$ cat src/rtl/tx_header_fsm_pkg.sv
// Shared completion-TLP definitions for the tx/rx header FSMs.
//   - tx_state_e   : tx header FSM state encodings
//   - CPL / CPLD   : fmt/type byte of DW0 for completions without/with data
//   - cpl_status_e : completion status codes
//   - cpl_req_t    : completion request fields latched on cpl_start
//   - hdr_dw0/1/2  : header DW assembly from a latched request
package tx_header_fsm_pkg;

  typedef enum logic [2:0] {
    StIdle    = 3'd0,
    StHdr2    = 3'd1,
    StDataLo  = 3'd2,
    StDataHi  = 3'd3,
    StDataOdd = 3'd4
  } tx_state_e;

  localparam logic [7:0] CPL  = 8'h0A;
  localparam logic [7:0] CPLD = 8'h4A;

  typedef enum logic [2:0] {
    SC = 3'b000,
    UR = 3'b001,
    CA = 3'b100
  } cpl_status_e;

  typedef struct packed {
    cpl_status_e status;
    logic [9:0]  len;
    logic [15:0] requester_id;
    logic [7:0]  tag;
    logic [6:0]  lower_addr;
    logic [15:0] completer_id;
  } cpl_req_t;

  // Payload length in DW; a zero length field means 1024.
  function automatic logic [10:0] len_eff(input logic [9:0] len);
    return (len == 10'd0) ? 11'd1024 : {1'b0, len};
  endfunction

  // len*4 - lower_addr[1:0] modulo 4096. A zero len field already reads as
  // 1024*4 = 4096 = 0 modulo 4096, so no special case is needed.
  function automatic logic [11:0] byte_count(input logic [9:0] len, input logic [1:0] lower);
    return {len, 2'b00} - {10'b0, lower};
  endfunction

  // TC, attr, TD and EP are all zero for completions.
  function automatic logic [31:0] hdr_dw0(input cpl_req_t req);
    logic cpld;
    cpld = (req.status == SC);
    return {(cpld ? CPLD : CPL), 14'b0, (cpld ? req.len : 10'd0)};
  endfunction

  // BCM is always zero.
  function automatic logic [31:0] hdr_dw1(input cpl_req_t req);
    return {req.completer_id, req.status, 1'b0, byte_count(req.len, req.lower_addr[1:0])};
  endfunction

  function automatic logic [31:0] hdr_dw2(input cpl_req_t req);
    return {req.requester_id, req.tag, 1'b0, req.lower_addr};
  endfunction

endpackage

$ cat src/rtl/tx_header_fsm_if.sv
// Completion request, read-data handshake and 64-bit AXI4-Stream signals of
// the tx header FSM.
//   master : the FSM side (drives cpl_busy, data_in_ready and the stream)
//   slave  : the environment side (requests, read data, stream tready)
interface tx_header_fsm_if #(
  parameter int unsigned keep_width = 8
);

  logic                  cpl_start;
  logic                  cpl_busy;
  logic [2:0]            cpl_status;
  logic [9:0]            cpl_length;
  logic [15:0]           cpl_requester_id;
  logic [7:0]            cpl_tag;
  logic [6:0]            cpl_lower_addr;
  logic [15:0]           cpl_completer_id;

  logic [31:0]           data_in;
  logic                  data_in_valid;
  logic                  data_in_ready;

  logic [63:0]           tx_header_tdata;
  logic [keep_width-1:0] tx_header_tkeep;
  logic                  tx_header_tvalid;
  logic                  tx_header_tlast;
  logic                  tx_header_tready;

  modport master (
    input  cpl_start, cpl_status, cpl_length, cpl_requester_id, cpl_tag,
    input  cpl_lower_addr, cpl_completer_id,
    input  data_in, data_in_valid, tx_header_tready,
    output cpl_busy, data_in_ready,
    output tx_header_tdata, tx_header_tkeep, tx_header_tvalid, tx_header_tlast
  );

  modport slave (
    output cpl_start, cpl_status, cpl_length, cpl_requester_id, cpl_tag,
    output cpl_lower_addr, cpl_completer_id,
    output data_in, data_in_valid, tx_header_tready,
    input  cpl_busy, data_in_ready,
    input  tx_header_tdata, tx_header_tkeep, tx_header_tvalid, tx_header_tlast
  );

endinterface

$ cat src/rtl/tx_header_fsm.sv
// Builds one PCIe completion TLP (Cpl or CplD) per cpl_start and streams it on
// a 64-bit AXI4-Stream bus. Header DWs and read-data DWs are packed two per
// beat, lower DW in tdata[31:0].
// Ports:
//   tx_header_clk   : clock, all logic on the rising edge
//   tx_header_reset : synchronous active-high reset
//   bus             : tx_header_fsm_if.master (request, data_in, stream)
module tx_header_fsm
  import tx_header_fsm_pkg::*;
#(
  parameter int unsigned keep_width = 8
) (
  input logic             tx_header_clk,
  input logic             tx_header_reset,
  tx_header_fsm_if.master bus
);

  localparam logic [keep_width-1:0] KeepFull = {keep_width{1'b1}};
  localparam logic [keep_width-1:0] KeepLow  =
      {{(keep_width - keep_width / 2){1'b0}}, {(keep_width / 2){1'b1}}};

  tx_state_e             state_q, state_d;
  cpl_req_t              req_q, req_d, new_req;
  logic [63:0]           data_q, data_d;
  logic [keep_width-1:0] keep_q, keep_d;
  logic                  valid_q, valid_d;
  logic                  last_q, last_d;
  logic [31:0]           lo_q, lo_d;
  logic [10:0]           rem_q, rem_d;

  logic                  busy;
  logic                  slot_free;
  logic                  is_cpld;
  logic                  data_ready;
  logic [10:0]           rem_first;

  assign busy      = (state_q != StIdle) | valid_q;
  // The output register can take a new beat this cycle.
  assign slot_free = ~valid_q | bus.tx_header_tready;
  assign is_cpld   = (req_q.status == SC);
  // DWs still owed after the first one rides with DW2.
  assign rem_first = len_eff(req_q.len) - 11'd1;

  assign new_req = '{
    status:       cpl_status_e'(bus.cpl_status),
    len:          bus.cpl_length,
    requester_id: bus.cpl_requester_id,
    tag:          bus.cpl_tag,
    lower_addr:   bus.cpl_lower_addr,
    completer_id: bus.cpl_completer_id
  };

  always_comb begin
    state_d    = state_q;
    req_d      = req_q;
    data_d     = data_q;
    keep_d     = keep_q;
    last_d     = last_q;
    // An accepted beat drops tvalid unless a new beat is loaded below.
    valid_d    = valid_q & ~bus.tx_header_tready;
    lo_d       = lo_q;
    rem_d      = rem_q;
    data_ready = 1'b0;

    case (state_q)
      StIdle: begin
        if (bus.cpl_start && !busy) begin
          req_d   = new_req;
          data_d  = {hdr_dw1(new_req), hdr_dw0(new_req)};
          keep_d  = KeepFull;
          last_d  = 1'b0;
          valid_d = 1'b1;
          state_d = StHdr2;
        end
      end

      StHdr2: begin
        if (!is_cpld) begin
          if (slot_free) begin
            data_d  = {32'h0, hdr_dw2(req_q)};
            keep_d  = KeepLow;
            last_d  = 1'b1;
            valid_d = 1'b1;
            state_d = StIdle;
          end
        end else begin
          data_ready = slot_free;
          if (slot_free && bus.data_in_valid) begin
            data_d  = {bus.data_in, hdr_dw2(req_q)};
            keep_d  = KeepFull;
            valid_d = 1'b1;
            rem_d   = rem_first;
            if (rem_first == 11'd0) begin
              last_d  = 1'b1;
              state_d = StIdle;
            end else begin
              last_d  = 1'b0;
              state_d = StDataLo;
            end
          end
        end
      end

      // Capturing the low DW does not touch the output register, so it may
      // proceed even while the current beat is stalled.
      StDataLo: begin
        data_ready = 1'b1;
        if (bus.data_in_valid) begin
          lo_d    = bus.data_in;
          state_d = (rem_q == 11'd1) ? StDataOdd : StDataHi;
        end
      end

      StDataHi: begin
        data_ready = slot_free;
        if (slot_free && bus.data_in_valid) begin
          data_d  = {bus.data_in, lo_q};
          keep_d  = KeepFull;
          valid_d = 1'b1;
          rem_d   = rem_q - 11'd2;
          if (rem_q == 11'd2) begin
            last_d  = 1'b1;
            state_d = StIdle;
          end else begin
            last_d  = 1'b0;
            state_d = StDataLo;
          end
        end
      end

      StDataOdd: begin
        if (slot_free) begin
          data_d  = {32'h0, lo_q};
          keep_d  = KeepLow;
          last_d  = 1'b1;
          valid_d = 1'b1;
          rem_d   = 11'd0;
          state_d = StIdle;
        end
      end

      default: begin
        state_d = StIdle;
      end
    endcase
  end

  always_ff @(posedge tx_header_clk) begin
    if (tx_header_reset) begin
      state_q <= StIdle;
      req_q   <= '0;
      data_q  <= '0;
      keep_q  <= '0;
      valid_q <= 1'b0;
      last_q  <= 1'b0;
      lo_q    <= '0;
      rem_q   <= '0;
    end else begin
      state_q <= state_d;
      req_q   <= req_d;
      data_q  <= data_d;
      keep_q  <= keep_d;
      valid_q <= valid_d;
      last_q  <= last_d;
      lo_q    <= lo_d;
      rem_q   <= rem_d;
    end
  end

  assign bus.cpl_busy         = busy;
  assign bus.data_in_ready    = data_ready;
  assign bus.tx_header_tdata  = data_q;
  assign bus.tx_header_tkeep  = keep_q;
  assign bus.tx_header_tvalid = valid_q;
  assign bus.tx_header_tlast  = last_q;

endmodule

$ cat src/flat_wrapper.sv
// flat-port wrapper written by rule: the top's interface ports become plain ports
module tx_header_fsm_flat import tx_header_fsm_pkg::*;
#(
  parameter int unsigned keep_width = 8
)
  (tx_header_clk, tx_header_reset, bus_cpl_start, bus_cpl_status, bus_cpl_length, bus_cpl_requester_id, bus_cpl_tag, bus_cpl_lower_addr, bus_cpl_completer_id, bus_data_in, bus_data_in_valid, bus_tx_header_tready, bus_cpl_busy, bus_data_in_ready, bus_tx_header_tdata, bus_tx_header_tkeep, bus_tx_header_tvalid, bus_tx_header_tlast);
  tx_header_fsm_if #(.keep_width(keep_width)) bus_i ();
  input logic tx_header_clk;
  input logic tx_header_reset;
  input wire logic [$bits(bus_i.cpl_start)-1:0] bus_cpl_start;
  input wire logic [$bits(bus_i.cpl_status)-1:0] bus_cpl_status;
  input wire logic [$bits(bus_i.cpl_length)-1:0] bus_cpl_length;
  input wire logic [$bits(bus_i.cpl_requester_id)-1:0] bus_cpl_requester_id;
  input wire logic [$bits(bus_i.cpl_tag)-1:0] bus_cpl_tag;
  input wire logic [$bits(bus_i.cpl_lower_addr)-1:0] bus_cpl_lower_addr;
  input wire logic [$bits(bus_i.cpl_completer_id)-1:0] bus_cpl_completer_id;
  input wire logic [$bits(bus_i.data_in)-1:0] bus_data_in;
  input wire logic [$bits(bus_i.data_in_valid)-1:0] bus_data_in_valid;
  input wire logic [$bits(bus_i.tx_header_tready)-1:0] bus_tx_header_tready;
  output wire logic [$bits(bus_i.cpl_busy)-1:0] bus_cpl_busy;
  output wire logic [$bits(bus_i.data_in_ready)-1:0] bus_data_in_ready;
  output wire logic [$bits(bus_i.tx_header_tdata)-1:0] bus_tx_header_tdata;
  output wire logic [$bits(bus_i.tx_header_tkeep)-1:0] bus_tx_header_tkeep;
  output wire logic [$bits(bus_i.tx_header_tvalid)-1:0] bus_tx_header_tvalid;
  output wire logic [$bits(bus_i.tx_header_tlast)-1:0] bus_tx_header_tlast;
  assign bus_i.cpl_start = bus_cpl_start;
  assign bus_i.cpl_status = bus_cpl_status;
  assign bus_i.cpl_length = bus_cpl_length;
  assign bus_i.cpl_requester_id = bus_cpl_requester_id;
  assign bus_i.cpl_tag = bus_cpl_tag;
  assign bus_i.cpl_lower_addr = bus_cpl_lower_addr;
  assign bus_i.cpl_completer_id = bus_cpl_completer_id;
  assign bus_i.data_in = bus_data_in;
  assign bus_i.data_in_valid = bus_data_in_valid;
  assign bus_i.tx_header_tready = bus_tx_header_tready;
  assign bus_cpl_busy = bus_i.cpl_busy;
  assign bus_data_in_ready = bus_i.data_in_ready;
  assign bus_tx_header_tdata = bus_i.tx_header_tdata;
  assign bus_tx_header_tkeep = bus_i.tx_header_tkeep;
  assign bus_tx_header_tvalid = bus_i.tx_header_tvalid;
  assign bus_tx_header_tlast = bus_i.tx_header_tlast;
  tx_header_fsm #(.keep_width(keep_width)) u_core (.tx_header_clk(tx_header_clk), .tx_header_reset(tx_header_reset), .bus(bus_i));
endmodule
$ cat config.mk
export PLATFORM = sky130hd
export DESIGN_NAME = tx_header_fsm_flat
export DESIGN_NICKNAME = d
export VERILOG_FILES = /design/src/rtl/tx_header_fsm_pkg.sv /design/src/rtl/tx_header_fsm_if.sv /design/src/rtl/tx_header_fsm.sv /design/src/flat_wrapper.sv
export SDC_FILE = /design/constraint.sdc
export NUM_CORES = 1
export LEC_CHECK = 0
export BUFFER_PORTS_ARGS = -buffer_cell sky130_fd_sc_hd__buf_2
export CAP_MARGIN = 0
export CORE_ASPECT_RATIO = 2
export CORE_MARGIN = 8
export CORE_UTILIZATION = 31
export DETAILED_ROUTE_END_ITERATION = 12
export GPL_TIMING_DRIVEN = 0
export PLACE_DENSITY = 0.64
export SLEW_MARGIN = 20
export SYNTH_ARGS = -nofsm -noshare
export SYNTH_HDL_FRONTEND = slang
export SYNTH_SLANG_ARGS = --single-unit
export TNS_END_PERCENT = 20
$ cat constraint.sdc
create_clock -name tx_header_clk -period 2.2 [get_ports tx_header_clk]
set_clock_uncertainty 0.15 [all_clocks]
set_input_delay 0.44 -clock tx_header_clk [delete_from_list [all_inputs] [get_ports tx_header_clk]]
set_output_delay 0.44 -clock tx_header_clk [all_outputs]
set_load 0.01 [all_outputs]
==> summary.txt, run 1 <==
Setup path
  – WP buf/inv: 2
  – Crit path arrival time: 2.32 ns
  – Worst path max stage delay: 0.48 ns
  – Startpoint Class: register
  – CP delay by family, top: simple AND/OR/NAND/NOR gates
  – Critical R2R Capture: u_core.bus.tx_header_tdata[8]
  – Worst-path maximum fanout: 10
  – CP max stage cell: a222oi_1
  – R2R Setup Slk: 0.03 ns
  – Setup crit end kind: register
  – Critical-path cell list: buf_2, or3b_4, nand2_2, nor4_1, buf_4, a222oi_1, a211oi_1
  – Worst r2r src: u_core.state_q[1]
  – FF-to-FF path depth: 7
  – WS Path Type: register to register
  – CP required: 2.35 ns

Die
  – Row count: 78
  – DIE AREA: 28,500 um2
  – Core area: 22,600 um2
  – Ports: 173
  – Die Span X: 123 um
  – Starting Density: 31.6%
  – Die Y-Extent: 231 um

Finish
  – Area Overhead vs Synth: 29.7%
  – Multi-input logic area: 3680 um2
  – Final Net Count: 1,177
  – Sequential Area: 3290 um2
  – Fill cells: 2,430
  – Fraction of layout cells with a size suffix above 1: 27.3%

Route
  – DR WL/cell: 22.0 um
  – Drt via density: 5.60
  – Post-route ant nets: 0
  – Vias: 7,673
  – WL final: 30.2 mm
  – Initial DRC Count: 570
  – DRC viols: 0
  – First drt pass iteration count: 9

Yosys
  – Top cells by count, synth: nand2_1 (176), dfxtp_1 (164), a21oi_1 (107), nor2_1 (79), nor3_1 (65)
  – Top-area cell type share of the netlist area: 45.9%
  – Post-synthesis cell area: 7160 um2
  – Dominant synthesized flop cell: dfxtp_1
  – Most common cell in the netlist: nand2_1
  – Post-synth cell types: 60
  – YS warnings: 0
  – Syn Inst Count: 884
  – Ys async rst share: 0%
  – Yosys reg bits: 164
  – Cell taking the most area after synthesis: dfxtp_1
  – Net count after synthesis: 985
  – Register area share after synthesis: 45.9%
  – Synth area leaders: dfxtp_1 (46%), nand2_1 (9.2%), a21oi_1 (7.5%)
  – Post-synth EDFFs: 0
  – Mean Syn Cell Area: 8.10 um2

Timing
  – Slew headroom: 48.1%
  – Fin. Hold Viols: 0
  – Worst Tran Pin Value: 0.779 ns
  – Min Hold Slack: 0.0850 ns
  – Max-slew violations: 0
  – Final min period: 2.17 ns
  – # setup viols final: 0
  – RSZ-0062 raised after global routing: yes
  – Final period utilization: 98.8%
  – Fmax: 460 MHz

Min path
  – Hold Crit Class: input pin to register
  – Hold Crit Start: bus_cpl_requester_id[9]
  – Hold Path Sink: u_core.req_q[40]
  – Hold path cells: 3

GRT
  – Overall routing resource usage: 21.1%
  – Vias in the first global route: 7,822
  – First-pass GRT wire length: 45.0 mm
  – Initial antenna violation count: 2
  – GRT overflow: 0
  – Largest net degree at the start of global routing: 17

Pwr
  – Sequential share of power: 38.0%
  – Sw Ratio: 35.0%
  – Int Power: 6.25 mW
  – Share of total power in combinational logic: 28.4%
  – Total power: 9.61 mW
  – Peak VDD IR: 0.000548 V
  – Switch Pwr: 3.36 mW
  – Power Density: 1040 nW/um2
  – Clk pwr share: 33.5%
  – Leakage: 3.77 nW

Flow run
  – Maxcap violations: 0

CTS
  – Clock sink count: 164
  – CTS Hold Buffers Added: 0
  – Clk buf depth: 2
  – CTS Buf Count: 17
  – Clk pin slew, worst setup/hold paths: 0.07 ns
  – H-tree depth: 4
  – Clk Latency, worst-skew pair: 0.44 ns
  – CTS root buf: clkbuf_16
  – CTS tree: yes

Status
  – Status: finished clean

Placed design
  – PortBufs: 170
  – Post-DP HPWL: 23.9 mm
  – Placer Congestion: 0.932
==> layout by cell type, fill, tap and decap left out, types with 3 or more instances in the layout <==
master	n
a222oi_1	9
ha_1	3
or4_4	3
xnor2_1	3
a21oi_1	106
nor3_2	4
dfxtp_1	161
buf_2	185
a31oi_1	5
a221oi_2	8
nand2b_1	4
nor4_4	4
o21ai_1	6
nor3b_1	6
or4_1	3
a211oi_1	11
o22ai_1	3
nor3_1	64
nand2_1	174
inv_6	5
clkbuf_1	27
bufinv_16	3
nand4_1	3
nor2b_1	7
nand3_1	8
inv_1	9
xor2_1	11
clkbuf_2	14
o21ai_0	11
buf_4	8
nor2_1	79
or3_1	5
buf_6	9
clkbuf_16	17
dfxtp_2	3
a221oi_1	44
clkbuf_4	6
==> worst min-delay path, delay by kind of cell <==
kind / cells / cell delay, ns
buffers and inverters: 1 / 0.10
and+or+nand+nor: 1 / 0.05
AOI/OAI and AO/OA: 1 / 0.05
==> cells by family after synthesis <==
group	Yosys count	synth area share [%]
adders and majority gates	4	0.699
AOI/OAI and AO/OA	229	21.1
xor gates and xnor gates	15	1.84
buffers and inverters	85	5.26
DFF	164	45.9
muxes	3	0.454
and+or+nand+nor	384	24.8
==> layout make-up <==
class | instances | area share, %
clock buffers | 18 | 4.73
repair buffers | 175 | 9.57
plain buffers | 74 | 4.47
well taps | 280 | 3.77
inverters | 9 | 0.364
multi-input cells | 635 | 39.6
clock inverters | 14 | 2.01
flip-flops and latches | 164 | 35.4
diodes | 2 | 0.0539
==> power by group through the flow <==
stage	Clock [mW]	Sequential, mW	Combinational [mW]
4_1_cts	3.23	3.64	2.66
6_report	3.22	3.65	2.73
3_3_place_gp	0	3.69	2.55
2_1_floorplan	0	3.77	1.41
3_5_place_dp	0	3.70	2.57
5_1_grt	3.36	3.69	2.96
==> worst max path at each step <==
stage	endpoint	cells after the start	slack, ns	startpoint
5_1_grt	u_core.bus.tx_header_tdata[40]	7	-0.05	u_core.state_q[0]
4_1_cts	bus_data_in_ready	5	-0.15	u_core.state_q[0]
3_3_place_gp	u_core.bus.tx_header_tdata[8]	7	-0.56	u_core.state_q[1]
6_report	u_core.bus.tx_header_tdata[8]	7	0.03	u_core.state_q[1]
2_1_floorplan	u_core.bus.tx_header_tdata[43]	7	0.005	bus_cpl_length[0]
3_5_place_dp	u_core.bus.tx_header_tdata[8]	7	-0.53	u_core.state_q[1]
==> routing by layer <==
metal	vias up	global-route usage (%)	part of all wire, %
met1	3674	19.6	34
met5	-	0	0
met2	349	38.7	54
met3	100	4.33	5.2
li1	3550	-	-
met4	0	16.2	7.0
==> sequential cells by signal (all words and copies together), names as in the netlist <==
name,cells
u_core.state_q,3
u_core.lo_q,32
u_core.bus.tx_header_tdata,64
u_core.bus.tx_header_tlast,1
u_core.bus.tx_header_tkeep,8
u_core.bus.tx_header_tvalid,1
u_core.rem_q,11
u_core.req_q,44
==> stage by stage <==
stage                     TNS (ns)  utilization, %  instance area (um2)  cells  worst slack, ns
after floorplan                  0               -                 7160    884          0.00523
after global placement      -29.21            36.9                 8360   1334           -0.564
after detailed placement    -31.49            36.9                 8360   1334           -0.525
after CTS                   -0.322            40.3                 9130   1368           -0.153
after global routing        -0.302            41.0                 9290   1371          -0.0532
final                            0            41.0                 9290   1371           0.0256
==> what timing repair did <==
item                       in CTS  in global routing
setup endpoints to repair     128                120
buffers inserted                3                  2
gates resized for setup        38                 46
pin swaps                       2                  3
Note: power is estimated with default switching activity, not from simulation.
==> inputs of run 2 (changes only) <==
REMOVE_ABC_BUFFERS = 1   (was unset)
==> summary.txt, run 2 (synthesis results as in run 1) <==
Timing
  – Final WS setup: 0.0383 ns (+0.0127 ns)
  – Fin. Hold Viols: 0 (unchanged)
  – Worst Tran Pin Value: 0.741 ns (-0.0379 ns)
  – Max-slew violations: 0 (unchanged)
  – Setup TNS: 0 ns (unchanged)
  – Final min period: 2.16 ns (-0.0127 ns)
  – Fmax: 463 MHz (+0.59%)
  – Slew headroom: 50.3% (+2.3 points)
  – RSZ-0062 raised after global routing: yes
  – Final period utilization: 98.3% (-0.58 points)
  – # setup viols final: 0 (unchanged)

Setup path
  – WS Path Type: register to register
  – R2R Setup Slk: 0.04 ns (about the same)
  – WP buf/inv: 2 (unchanged)
  – Worst path max stage delay: 0.43 ns (-0.05 ns)
  – CP required: 2.35 ns (about the same)
  – Critical R2R Capture: u_core.bus.tx_header_tdata[8]
  – Worst-path maximum fanout: 18 (+8)
  – Critical-path cell list: buf_12, nand3b_1, nand2_4, buf_16, a222oi_1, a211oi_1
  – CP max stage cell: dfxtp_4
  – Worst r2r src: u_core.state_q[2]
  – FF-to-FF path depth: 6 (-1)
  – CP delay by family, top: simple AND/OR/NAND/NOR gates
  – Crit path arrival time: 2.31 ns (about the same)
  – Setup crit end kind: register
  – Startpoint Class: register

GRT
  – Overall routing resource usage: 17.6% (-3.6 points)
  – First-pass GRT wire length: 38.8 mm (-14%)
  – Vias in the first global route: 7,121 (-9.0%)
  – Initial antenna violation count: 2 (unchanged)
  – Largest net degree at the start of global routing: 127 (+110)
  – GRT overflow: 0 (unchanged)

Finish
  – Commonest non-fill, non-tap cell in the layout: nand2_1
  – Most frequent cells in the layout: nand2_1 (173), buf_2 (172), dfxtp_1 (159), a21oi_1 (106), nor2_1 (77)
  – Max reg flops: 64 (unchanged)
  – Area Overhead vs Synth: 29.4%
  – Final cell count without fillers: 1,324 (-3.4%)
  – Fraction of layout cells with a size suffix above 1: 26.8% (-0.50 points)
  – Final Net Count: 1,130 (-4.0%)

CTS
  – CTS tree: yes
  – Clk buf depth: 2 (unchanged)
  – Clk pin slew, worst setup/hold paths: 0.07 ns (about the same)
  – H-tree depth: 4 (unchanged)
  – CTS Buf Count: 17 (unchanged)
  – CTS Hold Buffers Added: 0 (unchanged)
  – CTS root buf: clkbuf_16
  – Clock sink count: 164 (unchanged)
  – Clk Latency, worst-skew pair: 0.44 ns (about the same)

Route
  – WL final: 25.1 mm (-17%)
  – DR WL/cell: 19.0 um (-14%)
  – Initial DRC Count: 501 (-12%)
  – Drt via density: 5.39 (-3.8%)
  – Post-route ant nets: 0 (unchanged)
  – DRC viols: 0 (unchanged)
  – First drt pass iteration count: 5 (-4)
  – Vias: 7,130 (-7.1%)

Die
  – Core area: 22,600 um2 (unchanged)
  – DIE AREA: 28,500 um2 (unchanged)
  – Row count: 78 (unchanged)
  – Starting Density: 31.6% (unchanged)
  – Die Span X: 123 um (unchanged)
  – Ports: 173 (unchanged)
  – Die Y-Extent: 231 um (unchanged)

Min path
  – Hold Crit Start: bus_cpl_tag[3]
  – Hold path cells: 3 (unchanged)
  – Hold Path Sink: u_core.req_q[26]
  – Hold Crit Class: input pin to register

Status
  – Status: finished clean

Pwr
  – Power Density: 1010 nW/um2 (-2.6%)
  – Peak VDD IR: 0.000567 V (+3.6%)
  – Leakage: 3.72 nW (-1.4%)

Placed design
  – PortBufs: 172 (+1.2%)
  – Placer Congestion: 0.909 (-2.5%)
  – Placed insts: 1,279 (-4.1%)
  – Dpl ws: -0.716 ns (-0.191 ns)
  – Post-DP HPWL: 17.8 mm (-25%)

Flow run
  – Maxcap violations: 0 (unchanged)
[run 2: worst reg2reg max path, stage by stage (launching register included)]
cell	delay, ns
dfxtp_4	0.43
buf_12	0.13
nand3b_1	0.35
nand2_4	0.26
buf_16	0.24
a222oi_1	0.34
a211oi_1	0.11
[run 2: cell type report]
class	count	area [um2]
antenna	2	5.00
tap	280	350
inverter	9	33.8
timing repair buffer	201	1330
clock buffer	19	453
multi-input combinational	636	3660
sequential	164	3300
clock inverter	13	134
fill	2359	13400
[run 2: metal layers]
layer  vias up  track usage [%]  wire (um)
li1       3448                -          -
met1      3368             17.9       9130
met2       248             31.6      13800
met3        66             3.74       1230
met4         0             10.6        994
met5         -                0          0
[run 2: through the flow]
| step | util [%] | hold slack (ns) | total power, mW | cell area, um2 |
|---|---|---|---|---|
| 3_5_place_dp | 37.4 | 0.296 | 6.31 | 8460 |
| 4_1_cts | 40.6 | 0.0657 | 9.36 | 9200 |
| 3_3_place_gp | 35.4 | 0.288 | 6.06 | 8030 |
| 5_1_grt | 40.9 | 0.0751 | 9.80 | 9260 |
| 2_1_floorplan | - | 0.278 | 5.05 | 6820 |
| 6_report | 40.9 | 0.0910 | 9.34 | 9260 |
[run 2: power breakdown]
| group | switching, mW | total [mW] | internal [mW] |
|---|---|---|---|
| combinational | 1.62 | 2.73 | 1.11 |
| sequential | 0.252 | 3.63 | 3.37 |
| clock | 1.26 | 2.99 | 1.72 |
[run 2: timing repair]
action,in CTS,in global routing
pin swaps,2,3
buffers inserted,8,2
cloned,1,0
endpoints found under the setup margin,160,33
resized for setup,22,7
[run 2: how the worst max path moves through the flow]
stage / startpoint / end / cells past startpoint / slack (ns)
2_1_floorplan: u_core.state_q[0] / u_core.bus.tx_header_tlast / 4 / -1.16
3_3_place_gp: u_core.state_q[0] / u_core.bus.tx_header_tdata[9] / 3 / -3.64
3_5_place_dp: u_core.state_q[2] / u_core.rem_q[5] / 5 / -0.72
4_1_cts: u_core.req_q[59] / bus_data_in_ready / 4 / -0.03
5_1_grt: u_core.req_q[59] / bus_data_in_ready / 4 / -0.07
6_report: u_core.state_q[2] / u_core.bus.tx_header_tdata[8] / 6 / 0.04
